`config.mk`:
```
export PLATFORM = sky130hd
export DESIGN_NAME = bin2roman_stream
export DESIGN_NICKNAME = d
export VERILOG_FILES = /design/src/rtl/bin2roman_pkg.sv /design/src/rtl/bin2roman_stream_sym_sel.sv /design/src/rtl/bin2roman_stream.sv
export SDC_FILE = /design/constraint.sdc
export NUM_CORES = 1
export LEC_CHECK = 0
export CAP_MARGIN = 0
export CELL_PAD_IN_SITES_DETAIL_PLACEMENT = 1
export CELL_PAD_IN_SITES_GLOBAL_PLACEMENT = 2
export CORE_MARGIN = 2
export CORE_UTILIZATION = 38
export DETAILED_ROUTE_END_ITERATION = 8
export GPL_TIMING_DRIVEN = 0
export PLACE_DENSITY_LB_ADDON = 0.1
export RECOVER_POWER = 100
export SLEW_MARGIN = 20
export SYNTH_ARGS = -nofsm -noshare
export SYNTH_HDL_FRONTEND = slang
export SYNTH_SLANG_ARGS = --single-unit
```
`constraint.sdc`:
```
create_clock -name clk -period 10.6 [get_ports clk]
set_input_delay 2.65 -clock clk [delete_from_list [all_inputs] [get_ports clk]]
set_output_delay 2.65 -clock clk [all_outputs]
set_load 0.03 [all_outputs]
```
`src/rtl/bin2roman_pkg.sv`:
```
// Shared symbol codes, greedy conversion table and FSM states for the
// streaming binary-to-Roman encoder.
package bin2roman_pkg;

    typedef enum logic [2:0] {
        SYM_NULL = 3'd0,
        SYM_I    = 3'd1,
        SYM_V    = 3'd2,
        SYM_X    = 3'd3,
        SYM_L    = 3'd4,
        SYM_C    = 3'd5,
        SYM_D    = 3'd6,
        SYM_M    = 3'd7
    } sym_t;

    typedef enum logic [1:0] {
        ST_IDLE  = 2'd0,
        ST_RUN   = 2'd1,
        ST_DRAIN = 2'd2
    } state_t;

    localparam int TBL_ENTRIES = 13;
    localparam int ROMAN_MAX   = 3999;

    typedef struct packed {
        logic [11:0] value;
        sym_t        sym0;
        sym_t        sym1;
        logic        two_sym;
    } tbl_entry_t;

    // Ordered largest first; two-symbol rows are the subtractive forms.
    function automatic tbl_entry_t tbl_entry(input int idx);
        case (idx)
            0:       tbl_entry = '{12'd1000, SYM_M, SYM_NULL, 1'b0};
            1:       tbl_entry = '{12'd900,  SYM_C, SYM_M,    1'b1};
            2:       tbl_entry = '{12'd500,  SYM_D, SYM_NULL, 1'b0};
            3:       tbl_entry = '{12'd400,  SYM_C, SYM_D,    1'b1};
            4:       tbl_entry = '{12'd100,  SYM_C, SYM_NULL, 1'b0};
            5:       tbl_entry = '{12'd90,   SYM_X, SYM_C,    1'b1};
            6:       tbl_entry = '{12'd50,   SYM_L, SYM_NULL, 1'b0};
            7:       tbl_entry = '{12'd40,   SYM_X, SYM_L,    1'b1};
            8:       tbl_entry = '{12'd10,   SYM_X, SYM_NULL, 1'b0};
            9:       tbl_entry = '{12'd9,    SYM_I, SYM_X,    1'b1};
            10:      tbl_entry = '{12'd5,    SYM_V, SYM_NULL, 1'b0};
            11:      tbl_entry = '{12'd4,    SYM_I, SYM_V,    1'b1};
            12:      tbl_entry = '{12'd1,    SYM_I, SYM_NULL, 1'b0};
            default: tbl_entry = '{12'd0,    SYM_NULL, SYM_NULL, 1'b0};
        endcase
    endfunction

endpackage

```
`src/rtl/bin2roman_stream_sym_sel.sv`:
```
// Combinational greedy selector: picks the largest table entry not exceeding
// the remainder. rem==0 yields value 0 and a NULL symbol.
module roman_sym_sel
    import bin2roman_pkg::*;
#(
    parameter int BIT_WIDTH   = 12,
    parameter int SUBTRACTIVE = 1
) (
    input  logic [BIT_WIDTH-1:0] rem,
    output logic [BIT_WIDTH-1:0] value,
    output sym_t                 sym0,
    output sym_t                 sym1,
    output logic                 two_sym
);

    tbl_entry_t e;

    // Scan smallest to largest so the last hit is the largest fitting entry.
    always_comb begin
        value   = '0;
        sym0    = SYM_NULL;
        sym1    = SYM_NULL;
        two_sym = 1'b0;
        e       = '0;
        for (int i = TBL_ENTRIES - 1; i >= 0; i--) begin
            e = tbl_entry(i);
            if (((SUBTRACTIVE != 0) || !e.two_sym) && (32'(rem) >= 32'(e.value))) begin
                value   = BIT_WIDTH'(e.value);
                sym0    = e.sym0;
                sym1    = e.sym1;
                two_sym = e.two_sym;
            end
        end
    end

endmodule

```
`src/rtl/bin2roman_stream.sv`:
```
// Streaming binary-to-Roman encoder: one value in per handshake, one symbol
// out per cycle, final symbol tagged with sym_last (and sym_err on overflow).
module bin2roman_stream
    import bin2roman_pkg::*;
#(
    parameter int BIT_WIDTH   = 12,
    parameter int MAX_VAL     = 3999,
    parameter int SYM_WIDTH   = 3,
    parameter int SUBTRACTIVE = 1
) (
    input  logic                 clk,
    input  logic                 rst_n,
    input  logic                 in_valid,
    output logic                 in_ready,
    input  logic [BIT_WIDTH-1:0] in_data,
    output logic                 sym_valid,
    input  logic                 sym_ready,
    output logic [SYM_WIDTH-1:0] sym,
    output logic                 sym_last,
    output logic                 sym_err
);

    if ((MAX_VAL > ROMAN_MAX) || ((64'd1 << BIT_WIDTH) <= 64'(MAX_VAL)) || (SYM_WIDTH != 3))
    begin : g_bad_params
        $error("bin2roman_stream: MAX_VAL must be <= 3999 and fit BIT_WIDTH; SYM_WIDTH must be 3");
    end

    // Handshakes: a transfer happens on a rising edge where valid and ready are
    // both high. Once raised, sym_valid and its payload stay put until taken;
    // in_ready depends only on registered state, never on in_valid.

    state_t               state_q, state_d;
    logic [BIT_WIDTH-1:0] rem_q, rem_d;
    logic                 pend_valid_q, pend_valid_d;
    sym_t                 pend_sym_q, pend_sym_d;
    logic                 valid_q, valid_d;
    sym_t                 sym_q, sym_d;
    logic                 last_q, last_d;
    logic                 err_q, err_d;

    logic [BIT_WIDTH-1:0] sel_rem, sel_value, greedy_rem;
    sym_t                 sel_sym0, sel_sym1;
    logic                 sel_two, slot_free, load_greedy;

    // In IDLE the selector looks at the incoming value so the first symbol
    // is ready the cycle after accept.
    assign sel_rem = (state_q == ST_IDLE) ? in_data : rem_q;

    roman_sym_sel #(
        .BIT_WIDTH  (BIT_WIDTH),
        .SUBTRACTIVE(SUBTRACTIVE)
    ) u_sel (
        .rem    (sel_rem),
        .value  (sel_value),
        .sym0   (sel_sym0),
        .sym1   (sel_sym1),
        .two_sym(sel_two)
    );

    always_ff @(posedge clk or negedge rst_n) begin
        if (!rst_n) begin
            state_q      <= ST_IDLE;
            rem_q        <= '0;
            pend_valid_q <= 1'b0;
            pend_sym_q   <= SYM_NULL;
            valid_q      <= 1'b0;
            sym_q        <= SYM_NULL;
            last_q       <= 1'b0;
            err_q        <= 1'b0;
        end else begin
            state_q      <= state_d;
            rem_q        <= rem_d;
            pend_valid_q <= pend_valid_d;
            pend_sym_q   <= pend_sym_d;
            valid_q      <= valid_d;
            sym_q        <= sym_d;
            last_q       <= last_d;
            err_q        <= err_d;
        end
    end

    always_comb begin
        state_d      = state_q;
        rem_d        = rem_q;
        pend_valid_d = pend_valid_q;
        pend_sym_d   = pend_sym_q;
        valid_d      = valid_q;
        sym_d        = sym_q;
        last_d       = last_q;
        err_d        = err_q;
        slot_free    = !valid_q || sym_ready;
        greedy_rem   = sel_rem - sel_value;
        load_greedy  = 1'b0;

        case (state_q)
            ST_IDLE: begin
                if (in_valid) begin
                    if ((in_data == '0) || (in_data > BIT_WIDTH'(MAX_VAL))) begin
                        sym_d        = SYM_NULL;
                        valid_d      = 1'b1;
                        last_d       = 1'b1;
                        err_d        = (in_data != '0);
                        rem_d        = '0;
                        pend_valid_d = 1'b0;
                        state_d      = ST_DRAIN;
                    end else begin
                        load_greedy = 1'b1;
                    end
                end
            end
            ST_RUN: begin
                if (slot_free) begin
                    if (pend_valid_q) begin
                        sym_d        = pend_sym_q;
                        valid_d      = 1'b1;
                        last_d       = (rem_q == '0);
                        err_d        = 1'b0;
                        pend_valid_d = 1'b0;
                        if (rem_q == '0) state_d = ST_DRAIN;
                    end else begin
                        load_greedy = 1'b1;
                    end
                end
            end
            ST_DRAIN: begin
                if (sym_ready) begin
                    valid_d = 1'b0;
                    sym_d   = SYM_NULL;
                    last_d  = 1'b0;
                    err_d   = 1'b0;
                    state_d = ST_IDLE;
                end
            end
            default: state_d = ST_IDLE;
        endcase

        if (load_greedy) begin
            sym_d        = sel_sym0;
            pend_sym_d   = sel_sym1;
            pend_valid_d = sel_two;
            rem_d        = greedy_rem;
            valid_d      = 1'b1;
            err_d        = 1'b0;
            last_d       = (greedy_rem == '0) && !sel_two;
            state_d      = last_d ? ST_DRAIN : ST_RUN;
        end
    end

    assign in_ready  = (state_q == ST_IDLE);
    assign sym_valid = valid_q;
    assign sym       = SYM_WIDTH'(sym_q);
    assign sym_last  = last_q;
    assign sym_err   = err_q;

endmodule

```
==> out/metrics.csv <==
metric,value,unit
clock tree from TritonCTS,yes,
count of unresolved DRC violations after routing,0,
height of the chip,85.1,µm
number of max-capacitance violations reported,0,
crit path DAT,7.88,ns
row count,29,
fraction of final layout cells sized beyond drive strength 1,11.5,%
sinks on the clock net,24,
final period utilization,72.2,%
Core Box Area,6350,µm²
headroom to the max-slew limit,6.14,%
Wirelength per Cell,20.2,µm
outcome,"complete, no violations",
maximum level of the CTS H-tree,1,
synthesized-area fraction occupied by adder cells,7.82,%
worst clock skew on the final layout,0.00631,ns
clock transition at the register clock pins on the worst setup and hold paths after CTS,0.11,ns
"Top cell by count, worst path",sky130_fd_sc_hd__or4_1,
gate family responsible for the most delay along the worst path,simple AND/OR/NAND/NOR gates,
compound-cell area share of the yosys netlist,29.9,%
Post-Syn Area,2500,µm²
cell at the root of the clock tree,sky130_fd_sc_hd__clkbuf_8,
storage element area,601,µm²
sequential-to-total area share from yosys stat,24.1,%
leftover overflow at the end of global routing,0,
total track usage,23.4,%
post_cts resized,0,
via count of the first global-routing pass,2520,
final number of setup-violating endpoints,0,
highest-count cells in the layout ignoring fill and taps,"sky130_fd_sc_hd__nand2_1, sky130_fd_sc_hd__o21ai_0, sky130_fd_sc_hd__nor2_1",
number of enable flip-flop cells after synthesis,0,
die outline width,85.1,µm
number of port buffers,21,
Buf/Inv on CP,1,
Starting DRT DRC Count,116,
growth of design area from synthesis to finish,13.9,%
required time worst endpoint,10.82,ns
crit path capture type,flop,
final worst hold slack,0.491,ns
leading area contributor after synthesis,sky130_fd_sc_hd__dfrtp_1,
fraction of post-synthesis cell area in the top cell type by area,24.1,%
"area fraction in and, or, nand and nor cells after synthesis",25.1,%
stage delay of the slowest cell on the critical path,0.60,ns
total area of multi-input combinational cells,1770,µm²
dominant combinational cell family by area after synthesis,compound AO/OA/AOI/OAI gates,
dominant register cell in the synthesized netlist,sky130_fd_sc_hd__dfrtp_1,
die outline area,7230,µm²
crit path kind,primary input to flop,
Antenna Diode Count,0,
top fanout value on the critical path,5,
number of buffers inserted by hold repair at cts,0,
cell with the biggest individual delay on the critical path,sky130_fd_sc_hd__dlygate4sd3_1,
Startpoint Class,primary input,
Yosys warning total,0,
weighted congestion at the end of routability-driven global placement,0.867,
Num CTS Buffers,3,
R2R Setup Slk,4.66,ns
latest clock arrival within the worst-skew pair,0.28,ns
number of buffers inserted by post-CTS setup repair,0,
synthesized area per cell,8.18,µm²
RSZ-0062 raised after global routing,no,
final design utilization,44.8,%
minimum clock period,7.66,ns
share of flip-flops with an asynchronous set or reset after synthesis,100,%
number of nets with antenna violations after routing,0,
xor-xnor portion of the synthesized cell area,2.46,%
Layout Nets,362,
top area cells in the synthesized netlist,"sky130_fd_sc_hd__dfrtp_1, sky130_fd_sc_hd__ha_1, sky130_fd_sc_hd__o21ai_0, sky130_fd_sc_hd__nand2_1, sky130_fd_sc_hd__a21oi_1",
Post-Synthesis Cells,305,
number of top-level pins,23,
post-synth cell types,67,
number of slew-limit violations in the final report,0,
count of fill cells added during filler insertion,758,
class of the most critical hold timing path,flop to flop,
wire length of the first global-routing pass,13.4,mm
overall routed net length,8.23,mm
Syn Nets,336,
"Hold Vio Cnt, Final",0,
highest clock rate,0.131,GHz
maximum number of buffers from clock root to sink,2,
Initial DRT Pass Iterations,4,
post-detail-place hpwl,6.54,mm
post-synthesis mux area share,6.82,%
synthesis-stage register bit count,24,
antenna violations before repair,0,
ordered cell list for the critical path,dlygate4sd3_1 > or4_1 > nor3_1 > mux2i_1 > nor2_1 > a21oi_1 > o21ai_0 > nand2_1 > ha_1 > nor2b_1 > o31a_1 > or4_1 > a31oi_1 > xnor2_1 > or4_1 > o31ai_1 > a31o_1,
Worst Max-Slew Pin Slew,1.41,ns
Final TNS setup,0,ns
Via Count,2471,
largest net degree at the start of global routing,25,
Vias per Instance,6.07,
starting density of the core,39.3,%
per-stage QoR:
step / instances / cell area [µm²] / worst slack (ns)
3_3_place_gp: 403 / 2800 / 2.97
4_1_cts: 407 / 2870 / 3.19
3_5_place_dp: 403 / 2800 / 2.94
6_report: 407 / 2840 / 2.94
2_1_floorplan: 305 / 2500 / 4.18
5_1_grt: 407 / 2840 / 2.67
synth_stat cells, drive strengths merged (4+ instances only):
library cell	count
nand2b	6
nand3	7
clkbuf	4
ha	14
nor3	10
mux2i	8
nand2	31
dfrtp	24
mux2	8
or3	4
o21a	6
a211oi	4
buf	5
a21oi	23
inv	11
a22o	8
o21ai	31
nor2	26
xnor2	4
o211ai	5
nor2b	5
state kept, by name, indices dropped and copies added, names as in the netlist:
register and flops:
pend_sym_q 3, pend_valid_q 1, rem_q 12, state_q 2, sym 3, sym_err 1, sym_last 1, sym_valid 1
cell families after synthesis:
logic type / count (synthesis)
mux: 16
compound gates: 106
simple gates: 117
xor+xnor: 7
buf+inv: 20
flops: 24
fa+ha+maj: 15
final timing paths:
path | start | depth (start not counted) | end
max in group asynchronous | rst_n | 1 | rem_q[2]
worst max register to register | state_q[0] | 19 | sym_last
worst max-delay path | in_data[8] | 17 | sym_last
worst min-delay path | sym[2] | 1 | sym[2]
worst min register to register | sym[2] | 1 | sym[2]
min in group asynchronous | rst_n | 1 | rem_q[11]
layout make-up:
type,count,area share (%)
multi-input cells,261,62.4
well taps,77,3.39
repair buffers,21,7.17
inverters,11,1.54
flip-flops and latches,24,21.1
clock inverters,1,1.06
plain buffers,9,1.89
clock buffers,3,1.45
per-layer routing:
layer	vias to the layer above	track usage [%]	wire length, µm
met5	-	0	0
met1	1231	33.4	3950
met4	0	4.76	91
met3	9	2.33	346
met2	39	38.5	3840
li1	1192	-	-
Power is left out: the tool's default activity adds up to more than one toggle a clock period on the data nets, which glitch-free logic cannot reach.
